File: config.mk
export PLATFORM = sky130hd
export DESIGN_NAME = modulo_controlador_jogo
export DESIGN_NICKNAME = d
export VERILOG_FILES = /design/src/rtl/modulo_controlador_jogo.sv
export SDC_FILE = /design/constraint.sdc
export NUM_CORES = 1
export LEC_CHECK = 0
export CAP_MARGIN = 20
export CORE_ASPECT_RATIO = 1.75
export CORE_MARGIN = 10
export CORE_UTILIZATION = 53
export DETAILED_ROUTE_END_ITERATION = 10
export PLACE_DENSITY = 0.84
export RECOVER_POWER = 100
export SLEW_MARGIN = 20
export SYNTH_ARGS = -nofsm -noshare
export SYNTH_HDL_FRONTEND = slang
export SYNTH_SLANG_ARGS = --single-unit
File: constraint.sdc
create_clock -name clk -period 2.5 [get_ports clk]
set_input_delay 0.375 -clock clk [delete_from_list [all_inputs] [get_ports clk]]
set_output_delay 0.375 -clock clk [all_outputs]
set_load 0.05 [all_outputs]
File: src/rtl/modulo_controlador_jogo.sv
// Naval-battle sequencer: debounced confirm button, CLEAR/POSITION/ATTACK/END flow, scoring.
// Optional feature SHOT_LIMIT_EN: a game is lost when MAX_SHOTS shots are taken without sinking the ship.
//
//  state | meaning
//  IDLE  | waiting for POSITION mode, or ATTACK once a ship is placed
//  POS   | accepting ship-cell placements
//  ATK   | accepting shots; board locked
//  END   | game finished; only CLEAR leaves
module modulo_controlador_jogo #(
    parameter int DEB_CYCLES = 250000,
    parameter int SHIP_CELLS = 3,
    parameter int MAX_SHOTS  = 20
) (
    input  logic       clk,
    input  logic       clr,
    input  logic       btn,
    input  logic [1:0] mode,
    input  logic [5:0] coord,
    input  logic       hit_in,
    input  logic       at_done,
    output logic       po_load,
    output logic       at_write,
    output logic       mtx_clr,
    output logic       err,
    output logic [1:0] state,
    output logic [3:0] hits,
    output logic [4:0] shots,
    output logic       game_over,
    output logic       win
);

    typedef enum logic [1:0] {
        S_IDLE = 2'b00,
        S_POS  = 2'b01,
        S_ATK  = 2'b10,
        S_END  = 2'b11
    } state_t;

    localparam logic [1:0] M_CLEAR = 2'b00;
    localparam logic [1:0] M_ATK   = 2'b01;
    localparam logic [1:0] M_POS   = 2'b10;

    localparam int CW = $clog2(DEB_CYCLES + 1);
    localparam logic [CW-1:0] DEB_LOAD = CW'(DEB_CYCLES - 1);
    localparam logic [3:0] SHIP_L = 4'(SHIP_CELLS);
    localparam logic [4:0] MAX_L  = 5'(MAX_SHOTS);

`ifdef SHOT_LIMIT_EN
    localparam bit LIM_EN = 1'b1;
`else
    localparam bit LIM_EN = 1'b0;
`endif

    state_t        st;
    logic          placed;
    logic          btn_m, btn_s;
    logic          level, level_d;
    logic [CW-1:0] deb_cnt;
    logic          press;
    logic          valid;

    assign state = st;
    assign press = level & ~level_d;
    assign valid = (coord[5:3] <= 3'd6) && (coord[2:0] <= 3'd4);

    // Down-counter reloads whenever the synced input agrees with the adopted level,
    // so any bounce back restarts the stability window.
    always_ff @(posedge clk or posedge clr) begin
        if (clr) begin
            btn_m   <= 1'b0;
            btn_s   <= 1'b0;
            level   <= 1'b0;
            level_d <= 1'b0;
            deb_cnt <= '0;
        end else begin
            btn_m   <= btn;
            btn_s   <= btn_m;
            level_d <= level;
            if (btn_s == level) begin
                deb_cnt <= DEB_LOAD;
            end else if (deb_cnt == '0) begin
                level   <= btn_s;
                deb_cnt <= DEB_LOAD;
            end else begin
                deb_cnt <= deb_cnt - 1'b1;
            end
        end
    end

    always_ff @(posedge clk or posedge clr) begin
        if (clr) begin
            st        <= S_IDLE;
            placed    <= 1'b0;
            po_load   <= 1'b0;
            at_write  <= 1'b0;
            mtx_clr   <= 1'b0;
            err       <= 1'b0;
            hits      <= '0;
            shots     <= '0;
            game_over <= 1'b0;
            win       <= 1'b0;
        end else begin
            po_load  <= 1'b0;
            at_write <= 1'b0;
            err      <= 1'b0;
            mtx_clr  <= 1'b0;
            if (mode == M_CLEAR) begin
                st        <= S_IDLE;
                placed    <= 1'b0;
                hits      <= '0;
                shots     <= '0;
                game_over <= 1'b0;
                win       <= 1'b0;
                mtx_clr   <= 1'b1;
            end else begin
                case (st)
                    S_IDLE: begin
                        if (mode == M_POS)
                            st <= S_POS;
                        else if (mode == M_ATK && placed)
                            st <= S_ATK;
                    end
                    S_POS: begin
                        if (press && !valid) begin
                            err <= 1'b1;
                        end else if (press && mode == M_POS) begin
                            po_load <= 1'b1;
                            placed  <= 1'b1;
                        end
                        if (mode == M_ATK && placed)
                            st <= S_ATK;
                    end
                    S_ATK: begin
                        // End checks run on counters already updated by the previous strobe.
                        if (hits == SHIP_L) begin
                            st        <= S_END;
                            game_over <= 1'b1;
                            win       <= 1'b1;
                        end else if (LIM_EN && shots == MAX_L) begin
                            st        <= S_END;
                            game_over <= 1'b1;
                        end else if (press && mode == M_ATK) begin
                            if (valid && !at_done) begin
                                at_write <= 1'b1;
                                if (shots != 5'h1F)
                                    shots <= shots + 5'd1;
                                if (hit_in && hits != 4'hF)
                                    hits <= hits + 4'd1;
                            end else begin
                                err <= 1'b1;
                            end
                        end
                    end
                    S_END: begin
                        st <= S_END;
                    end
                    default: st <= S_IDLE;
                endcase
            end
        end
    end

endmodule

## Word-level counts from Yosys, hierarchy flattened

Cells that the tools add are included.

| word-level totals | value |
|---|---|
| register bits | 39 |
| output and inout bits | 17 |
| word-level logic and storage cells | 101 |

| operators by class | value |
|---|---|
| $add $sub $neg | 3 |
| $lt $le $gt $ge | 2 |
| equal/unequal tests | 12 |
| mux-type cells | 42 |
| bitwise logic cells | 3 |
| reductions and logical operators | 25 |

Operator list:

| cell | number |
|---|---|
| 18-bit two-way mux | 2 |
| 5-bit two-way mux | 6 |
| 4-bit two-way mux | 6 |
| 1-bit two-way mux | 22 |
| 18-bit zero test | 1 |
| 18-bit by 1-bit subtractor with 18-bit output (second input constant) | 1 |
| 2-bit nonzero test | 8 |
| 5-bit AND reduction | 2 |
| 2-bit two-way mux | 4 |
| 2-bit case mux with 4 select lines | 1 |
| 1-bit logical AND | 7 |
| 2-bit equality test (second input constant) | 3 |
| 3-bit <= comparator (second input constant) | 2 |
| 5-bit by 1-bit adder with 5-bit output (second input constant) | 1 |
| 5-bit != test (second input constant) | 1 |
| 4-bit by 1-bit adder with 4-bit output (second input constant) | 1 |
| 2-bit by 1-bit equality test with 1-bit output (second input constant) | 2 |
| 4-bit by 2-bit equality test with 1-bit output (second input constant) | 1 |
| 2-bit zero test | 2 |
| 2-bit != test (second input constant) | 2 |
| 4-bit != test (second input constant) | 1 |
| 2-bit AND reduction | 2 |
| 3-bit != test (second input constant) | 1 |
| 3-bit AND reduction | 1 |
| other kinds (5) | 7 |

## Depth between registers and ports, before layout

Gate-level depths: netlist (run 1).

| logic depth | value |
|---|---|
| word-level depth | 8 |
| gate-level depth with buffers | 7 |
| mapped depth without buffers | 7 |

## Worst setup path before layout (run 1)

Ideal clock, no wire load.

| timing | value |
|---|---|
| kind | register -> register |
| from | reg hits[0] |
| to | reg hits[3] |
| arrival | 2001 ps |
| data required time | 2420 ps |
| path slack | 419 ps |
| stages on the path, launching flop included | 6 |
| path buffers | 0 |
| period minus slack after synthesis | 2081 ps |
| cell sequence | dfrtp_1 ha_1 nor3b_1 nand4b_1 or4_1 a21oi_1 |

| on the way | value |
|---|---|
| word-level cells in the longest chain between the ends | 7 |
| elaborated cells between the ends (all ways) | 13 |

Ends and longest elaborated chain:

| element | RTL line | text |
|---|---|---|
| from (decl) | 26 | `output logic [3:0] hits,` |
| from (signal assigned) | 148 | `hits <= hits + 4'd1;` |
| 4-bit by 1-bit adder with 4-bit output | 148 |  |
| 4-bit two-way mux | 147 | `if (hit_in && hits != 4'hF)` |
| 4-bit two-way mux | 143 | `if (valid && !at_done) begin` |
| 4-bit two-way mux | 142 | `end else if (press && mode == M_ATK) begin` |
| 4-bit two-way mux | 135 | `if (hits == SHIP_L) begin` |
| 4-bit two-way mux | 116 | `case (st)` |
| 4-bit two-way mux | 107 | `if (mode == M_CLEAR) begin` |

Parallel ways exist; a longest one is shown, timed or not. The select of a mux whose other input is x is not followed.
A chain may end at the register's enable or synchronous reset.

## Worst setup path in the final report (run 1)

| timing | value |
|---|---|
| from | in coord[1] |
| to | reg hits[3] |

| on the way | value |
|---|---|
| word-level cells in the longest chain between the ends | 5 |

Ends and longest elaborated chain:

| element | RTL line | text |
|---|---|---|
| from (decl) | 18 | `input logic [5:0] coord,` |
| 3-bit <= comparator | 64 | `assign valid = (coord[5:3] <= 3'd6) && (coord[2:0] <= 3'd4);` |
| 1-bit logical AND | 64 |  |
| 1-bit logical AND | 143 |  |
| 2-bit nonzero test (no line) | -- |  |
| 5-bit AND reduction (no line) | -- |  |

No other way between the ends.

==> results.txt, run 1 <==
The largest individual stage delay along the critical path comes from the cell sky130_fd_sc_hd__or4_1. CTS placed an instance of sky130_fd_sc_hd__clkbuf_8 at the clock tree root. The number of flip-flops and latches in the synthesized netlist is 39. The start point of the critical path is coord[1].

The setup slack of the critical path after layout came out at 362 ps. The count of buffers from port buffering is 29. The number of antenna violations at the first check in global routing is 0. Entering global routing, the biggest net connects 40 pins.

The synthesized netlist cell count came out at slightly below 200. The largest fanout on the critical path came out at 17. Setup repair after global routing left no endpoint under its margin. Ranked by total cell area, the synthesized netlist is headed by sky130_fd_sc_hd__dfrtp_1 49%, sky130_fd_sc_hd__ha_1 5.0%, sky130_fd_sc_hd__nand2_1 4.1%. The final weighted congestion in routability-driven placement is 0.856. STA classifies the critical path endpoint as a flop.

The post-synthesis area per instance came out at ~10 µm². The antenna diode count came out at 0. The H-tree depth came out at 2.

Power spread over the standard cell area amounts to 589 nW/µm². Counting every sink on the clock net gives 39. The number of global-route vias before repair came out at 1539. The layout-stage area growth over the synthesis result is 21.1%.

Ranked by instance count, the synthesized netlist is headed by 39 x sky130_fd_sc_hd__dfrtp_1, 22 x sky130_fd_sc_hd__nand2_1, 15 x sky130_fd_sc_hd__a21oi_1, 10 x sky130_fd_sc_hd__nor2_1, 9 x sky130_fd_sc_hd__xor2_1. The routed wire length came out at slightly above 4 mm. The post-CTS clock slew at the launch and capture registers of the worst setup and hold paths is ~70 ps.

The worst endpoint data arrival time came out at ~2400 ps. The type of the worst setup path is primary input to flop. For this run, the leading register cell type out of synthesis is sky130_fd_sc_hd__dfrtp_1. The highest clock rate is around 0.47 GHz.

The die covers 6740 µm². The maximum root-to-sink buffer count came out at 2. The number of iterations in the first detailed-routing pass came out at 4.

The final critical path takes up ~86% of the cycle. The critical path goes through dlygate4sd3_1 > o21ai_0 > nand4b_4 > or4_1 > a21oi_1. The average vias per placed instance is 5.73.

Counting every net in the synthesized netlist gives between 200 and 250. The combined area of all synthesized cells came out at roughly 2000 µm². The fraction of registers with async set/reset is between 90% and 100%. The required time reported for the critical path endpoint is 2720 ps. The die width is 66.5 µm. The share of the Yosys chip area taken by registers is 48.6%.

The wire length per cell is ~15 µm. The number of post-CTS setup repair buffers is 0. The final count of hold timing violations is 0.

The number of maximum-capacitance constraint violations came out at 0. The delay of the slowest cell on the worst path came out at about 570 ps. TritonCTS created 5 clock buffers.

The setup clock skew after layout came out at around 3.4 ps. The maximum resistive drop on vdd came out at around 0.52 mV. The final number of max-transition violations came out at 0.

The routed via count came out at ~1600. The total of cells resized after clock tree synthesis came out at 0. The die extent in y is roughly 100 µm. Summed over all layers, the global routing overflow is 0. The relative slew slack came out at 37.8%.

The start point of the worst min-delay path is btn_m. The number of design rule violations left after detail routing came out at 0. In this run the count of I/O pins placed on the die edge is 30.

For this configuration, the core starts out at a cell density of 55.3%. The path category of the worst min-delay check is flop to flop. The worst register-to-register path begins at deb_cnt[0]. Buffers inserted to repair hold after CTS numbered 0. The static power due to leakage came out at between 0.001 and 0.0015 µW.

The final setup TNS came out at 0 ps. The proportion of netlist area held by the largest area contributor is 48.6%. Prior to clock tree synthesis, the placed netlist has a worst setup slack of roughly 280 ps. The biggest area contributor in the post-synthesis netlist is sky130_fd_sc_hd__dfrtp_1. TritonCTS built the clock tree.

The overall global routing resource usage came out at between 10% and 20%. The first global-routing pass estimated between 7 and 8 mm of wire. The run finished with clean final reports. By instance count, the leading cell after synthesis is sky130_fd_sc_hd__dfrtp_1. For the pin with the worst max-slew slack, the measured transition is 933 ps. Detailed placement ended at an HPWL of about 3.1 mm. The net count of the finished layout is between 200 and 250. The detail route stage leaves a number of antenna-violating nets equal to 0. STA classifies the critical path startpoint as a primary input. The fraction of layout cells with a size suffix above 1 is roughly 7.4%.

The number of enable flip-flop cells after synthesis came out at 0. The number of distinct library cells after synthesis came out at 44. The count of final setup violators came out at 0. The initialized floorplan defines 29 standard-cell rows.

The number of violations reported at the end of detailed-routing iteration 0 came out at roughly 70. The minimum clock period after layout came out at 2140 ps. The number of warning messages in the yosys log is 0. Clock latency on the worst-skew pair, taken at its later pin, is roughly 290 ps. After floorplanning, the core was sized to cover about 3600 µm².
[cells by family (layout without fill, tap and decap cells)]
family / Yosys count / in the layout / share of synthesized area [%]
and+or+nand+nor: 82 / 82 / 24.8
DFF: 39 / 39 / 48.6
buffers and inverters: 13 / 48 / 2.68
xor gates and xnor gates: 11 / 11 / 4.80
adders and majority gates: 8 / 8 / 4.99
muxes: 1 / 1 / 0.561
AOI/OAI and AO/OA: 40 / 40 / 13.6
[cells in the final DEF (no fill, tap or decap), types with 5 or more instances in the layout]
cell type | synthesis | layout
sky130_fd_sc_hd__nand4_1 | 5 | 6
sky130_fd_sc_hd__o21ai_0 | 4 | 5
sky130_fd_sc_hd__nand2_1 | 22 | 22
sky130_fd_sc_hd__inv_1 | 8 | 8
sky130_fd_sc_hd__clkbuf_8 | 0 | 5
sky130_fd_sc_hd__nand3_1 | 8 | 8
sky130_fd_sc_hd__xor2_1 | 9 | 9
sky130_fd_sc_hd__ha_1 | 8 | 8
sky130_fd_sc_hd__o31ai_1 | 8 | 8
sky130_fd_sc_hd__a21oi_1 | 15 | 15
sky130_fd_sc_hd__nor3_1 | 7 | 7
sky130_fd_sc_hd__dlygate4sd3_1 | 0 | 21
sky130_fd_sc_hd__nor2_1 | 10 | 10
sky130_fd_sc_hd__clkdlybuf4s50_1 | 0 | 8
sky130_fd_sc_hd__dfrtp_1 | 39 | 39
[power by group]
| part | internal, µW | switching, µW | leakage, µW |
|---|---|---|---|
| Sequential | 652 | 27.1 | 0.000488 |
| Combinational | 122 | 215 | 0.000490 |
| Clock | 194 | 219 | 0.0000402 |
| Total | 968 | 462 | 0.00102 |
[per-layer routing]
| layer | vias to the layer above | GRT usage [%] | routed length (µm) |
|---|---|---|---|
| met5 | - | 0 | 0 |
| met1 | 758 | 14.0 | 1650 |
| met3 | 10 | 3.43 | 198 |
| li1 | 777 | - | - |
| met4 | 0 | 9.08 | 136 |
| met2 | 32 | 23.1 | 2160 |
[cell type report]
cell class | instances | area (µm²)
Clock buffer | 5 | 68.8
Clock inverter | 3 | 20.0
Fill cell | 306 | 1200
Inverter | 9 | 33.8
Multi-Input combinational cell | 142 | 971
Sequential cell | 39 | 976
Tap cell | 46 | 57.6
Timing Repair Buffer | 31 | 303
[flip-flops by register name, summed over array words and instances, names as in the netlist, 2 cells and up]
signal and flops:
hits 4, deb_cnt 18, shots 5, state 2
[worst paths after layout]
kind	slack, ps	depth (start not counted)	end
max	360	5	hits[3]
min	350	0	btn_s
max reg2reg	470	6	level
min reg2reg	350	0	btn_s
max in group asynchronous	1130	3	shots[0]
min in group asynchronous	800	3	hits[2]
[metrics by stage]
step,total power [µW],util [%],hold WS [ps],area [µm²],cells
final,1430,67.0,350,2430,275
after global routing,1510,67.0,367,2430,275
after CTS,1460,67.2,354,2440,275
after detailed placement,1040,64.8,336,2350,267
after global placement,1030,64.8,332,2350,267
after floorplan,931,-,331,2010,194
[worst max-delay path, delay by kind of cell]
family / cells / cell delay, ps
AOI/OAI and AO/OA: 2 / 560
buffers and inverters: 1 / 530
and+or+nand+nor: 2 / 890
No activity file was read; power rests on OpenSTA's default activity.
==> run 2, diff against run 1 <==
TNS_END_PERCENT = 20   (was not set)
==> results of run 2 <==
Same layout as run 1: the final DEF is identical, and so are final timing and power.
==> run 3, diff against run 2 <==
ABC_AREA = 1   (was not set)
CORE_UTILIZATION = 54   (was 53)
GPL_TIMING_DRIVEN = 0   (was not set)
PLACE_DENSITY = not set   (was 0.84)
PLACE_DENSITY_LB_ADDON = 0.2   (was not set)
==> run 3 against run 2 <==
- power rose by 11%
- critical path depth is 3 higher
- via count grew 17%
- critical path type unchanged
- utilization decreased by 0.62 points
- final cell count grew 28%
- register-to-register slack better by 200 ps
- count of clock-buffer cells in the layout grew 2
- setup slack gained 59 ps
- die area grew 5.0%
- sequential power grew 4.4%
==> results.txt, run 3 <==
The flow ran to the end, and the final reports show no timing, DRC or antenna violations. Per report_power, the sequential group accounts for 44.7% of the total. The net switching power figure came out at roughly 570 µW. The largest fanout on the critical path is 10. Leaving out fill and tap cells, the most frequent cell in the layout is sky130_fd_sc_hd__nand2_1. The kind of cell with the highest combined delay along the critical path is simple AND/OR/NAND/NOR gates. The cell taking the most area after synthesis is sky130_fd_sc_hd__dfrtp_1. Of the available clock period, the critical path in the final layout requires approximately 83%. The largest single stage delay on the critical path is roughly 630 ps.

The floorplan has 30 rows. Summing internal, switching and leakage power gives around 1600 µW. The number of flip-flops in the largest register came out at 18. The total overflow reported by the global router came out at 0.

The number of post-CTS setup repair buffers came out at 0. The final count of hold timing violations is 0. The setup slack of the critical path after layout came out at between 400 and 500 ps. The global-route wire length before repair came out at roughly 8.2 mm.

The most common cell in the synthesized netlist is sky130_fd_sc_hd__nand2_1. After the last flow step, the layout net total stands at between 300 and 400. The power density of the placed cells is between 600 and 700 nW/µm². The post-CTS clock slew at the launch and capture registers of the worst setup and hold paths is about 70 ps. The number of antenna violations at the first check in global routing is 0.

The sort of element at the end of the critical path is a flop. The pre-CTS worst setup slack came out at roughly 520 ps. The static power due to leakage came out at 0.00128 µW. The worst-margin pin slew is approximately 960 ps.

The number of global-route vias before repair was ~1900. The setup clock skew after layout is roughly 12 ps. The count of final setup violators is 0.

Cells with a size suffix above 1 make up 7.92% of the layout. The root buffer cell chosen for the clock tree is sky130_fd_sc_hd__clkbuf_8. Ranked by flip-flop count, first place goes to deb_cnt. Counting tap cells, the placed design contains a total of 343 instances. Synthesis produced ~270 cells. Static timing analysis puts the maximum clock frequency at between 0.4 and 0.5 GHz. The most used flip-flop cell after synthesis is sky130_fd_sc_hd__dfrtp_1.

In this run the remaining antenna-violating nets after routing total 0. The number of warning messages in the yosys log is 0. The placed wire-length estimate came out at 3.84 mm.

The final number of max-transition violations was 0. For the worst flop-to-flop path, the logic depth is 8. The initial cell density of the core is a little under three fifths. In this design, the critical path's most frequently occurring cell is sky130_fd_sc_hd__nand2_1. The end of the worst register-to-register path is deb_cnt[11]. The minimum clock period after layout is between 2000 and 2500 ps. The layout-stage area growth over the synthesis result is 18.8%. Measured against its own limit, the worst slew margin works out to a little over a third.

The startpoint identified for the worst register-to-register timing path is deb_cnt[0]. The wire length per cell came out at between 10 and 15 µm. The number of flip-flops and latches in the synthesized netlist is 39. The core area came out at ~3900 µm². The worst hold path belongs to the class flop to flop. The die is between 100 and 150 µm tall. The share of total power dissipated in the clock network is 25.7%. In this run switching power makes up around 36% of total power. The clock passes through at most 2 buffers.

The CTS tree is built. The worst setup path is of the primary input to flop kind. The clock net sink count is 39. The number of enable flip-flop cells after synthesis came out at 0. The maximum resistive drop on vdd came out at a little under 0.6 mV. The number of iterations in the first detailed-routing pass came out at 4. The first routing iteration left 94 violations.

30 I/O pins were placed. After routing the design area is roughly 2600 µm². The H-tree was split into 2 levels. The slack of the worst reg-to-reg path is between 600 and 700 ps. Input and output buffers added on the ports amount to 29.

The number of nets handed over by synthesis was between 200 and 300. The tool flagged a number of max-cap violations equal to 0. The signal on the critical path passes through dlygate4sd3_1 > nor2_1 > inv_2 > buf_6 > nand2_1 > nand4_1 > nand2_1 > nand2_1.

In this run, distinct cell masters in the synthesized netlist total 33. In the post-synthesis netlist, the biggest area contributors are sky130_fd_sc_hd__dfrtp_1 45%, sky130_fd_sc_hd__nand2_1 9.8%, sky130_fd_sc_hd__nand3_1 7.6%. The post-cts hold buffer count came out at 0.

The area of placed instances is roughly 2600 µm². Cell internal power was estimated by the tool at between 1000 and 1500 µW. In the synthesized netlist, the cells that appear most often are 57 x sky130_fd_sc_hd__nand2_1, 39 x sky130_fd_sc_hd__dfrtp_1, 37 x sky130_fd_sc_hd__nor2_1, 33 x sky130_fd_sc_hd__nand3_1, 24 x sky130_fd_sc_hd__inv_1.

The standard cell with the maximum stage delay on the critical path is sky130_fd_sc_hd__dlygate4sd3_1. Summing over every cut layer, the via total after detailed routing is 1851. Setup repair after global routing left no endpoint under its margin.

The clock latency on the worst-skew pair is ~290 ps. The post-layout instance count excluding filler cells is about 350. The routed design has roughly 4.8 mm of wire. The final setup TNS is 0 ps. The total CTS buffers is 5. The repair_antennas step left the layout with diodes totalling 0. The largest registers in the layout are deb_cnt x18, shots x5, hits x4.

The path with the worst hold slack has its endpoint at btn_s. The die covers about 7100 µm². In this run the most critical hold path is launched from btn_m.

The share of synthesized area occupied by flip-flops and latches is ~45%. The required time reported for the critical path endpoint came out at roughly 2700 ps. The worst endpoint data arrival time came out at 2260 ps. The largest net degree at the start of global routing came out at 30. The overall global routing resource usage is 14.7%.

The post-synthesis area per instance came out at roughly 8.2 µm². After detailed routing, the number of remaining DRC violations is 0. The element type at the critical path start is a primary input. Dividing the detail-routed via count by the number of cells gives approximately 5.3.

At the end of routability-driven placement, the weighted congestion stood at slightly below 0.9. The die width is 68.0 µm. The proportion of netlist area held by the largest area contributor came out at 44.8%. The combined area of all synthesized cells is approximately 2200 µm². In this run, the combinational gates consume between 20 and 30% of the power. Of all flip-flops after synthesis, the portion carrying an async set or reset was 100%. The number of buffers and inverters on the critical path is 3. Once the clock tree was built, the resizer swapped 0 gates to a different size.

The worst hold path passes through 0 cells. In the layout the commonest cells are 58 x sky130_fd_sc_hd__nand2_1, 40 x sky130_fd_sc_hd__nor2_1, 39 x sky130_fd_sc_hd__dfrtp_1, 33 x sky130_fd_sc_hd__nand3_1, 24 x sky130_fd_sc_hd__inv_1.
-- run 3: cell types whose count changed in the layout (fill, tap and decap cells not counted), moves of 5 or more --
cell,delta
sky130_fd_sc_hd__o21ai_1,+5
sky130_fd_sc_hd__inv_1,+16
sky130_fd_sc_hd__o31ai_1,-8
sky130_fd_sc_hd__nand3_1,+25
sky130_fd_sc_hd__a21oi_1,-12
sky130_fd_sc_hd__nor2_1,+30
sky130_fd_sc_hd__nand2_1,+36
-- run 3: power by group through the flow --
stage	clock [µW]	combinational [µW]	sequential (µW)
after detailed placement	0	490	721
after global routing	435	524	712
after CTS	417	489	710
after floorplan	0	231	822
final	407	469	709
after global placement	0	477	720
-- run 3: area by class of cell --
cell class / instances / area, µm²
Clock buffer: 7 / 76.3
Clock inverter: 1 / 5.00
Buffer: 4 / 27.5
Inverter: 28 / 108
Sequential cell: 39 / 976
Fill cell: 361 / 1310
Tap cell: 48 / 60.1
Timing Repair Buffer: 30 / 310
Multi-Input combinational cell: 194 / 1030
-- run 3: how the worst max path moves through the flow --
stage / from / to / slack [ps] / cells after the start
after floorplan: hits[0] / shots[3] / 810 / 8
after CTS: win / win / 520 / 2
after detailed placement: mode[0] / hits[3] / 520 / 8
after global routing: mode[0] / hits[3] / 240 / 7
final: mode[0] / hits[3] / 420 / 8
after global placement: clr / shots[1] / 410 / 2
-- run 3: kinds of logic after synthesis --
family,Yosys count,synth area share [%]
AND/OR/NAND/NOR,155,34.5
flip-flops,39,44.8
buffers and inverters,32,6.25
AO/OA/AOI/OAI,20,5.16
XOR/XNOR,11,4.76
adder cells (fa/ha/maj),8,4.59
-- run 3: through the flow --
step	hold WS, ps	utilization [%]
6_report	352	66.3
5_1_grt	359	66.3
4_1_cts	329	67.4
3_5_place_dp	342	65.4
3_3_place_gp	342	64.8
2_1_floorplan	331	-
-- run 3: worst reg2reg max path, stage by stage (launching register included) --
cell                       delay (ps)
sky130_fd_sc_hd__dfrtp_1          400
sky130_fd_sc_hd__inv_1             80
sky130_fd_sc_hd__ha_1             220
sky130_fd_sc_hd__nand2_1          110
sky130_fd_sc_hd__nor2_1           220
sky130_fd_sc_hd__nand3_1          190
sky130_fd_sc_hd__clkbuf_1         290
sky130_fd_sc_hd__nand3_1          160
sky130_fd_sc_hd__nor2_1            50
-- run 3: per-layer routing --
layer	global-route usage [%]	vias to the layer above	wire [µm]
met5	0	-	0
met4	7.37	0	150
met3	4.42	14	193
met2	26.2	45	2680
met1	14.1	867	1780
li1	-	925	-
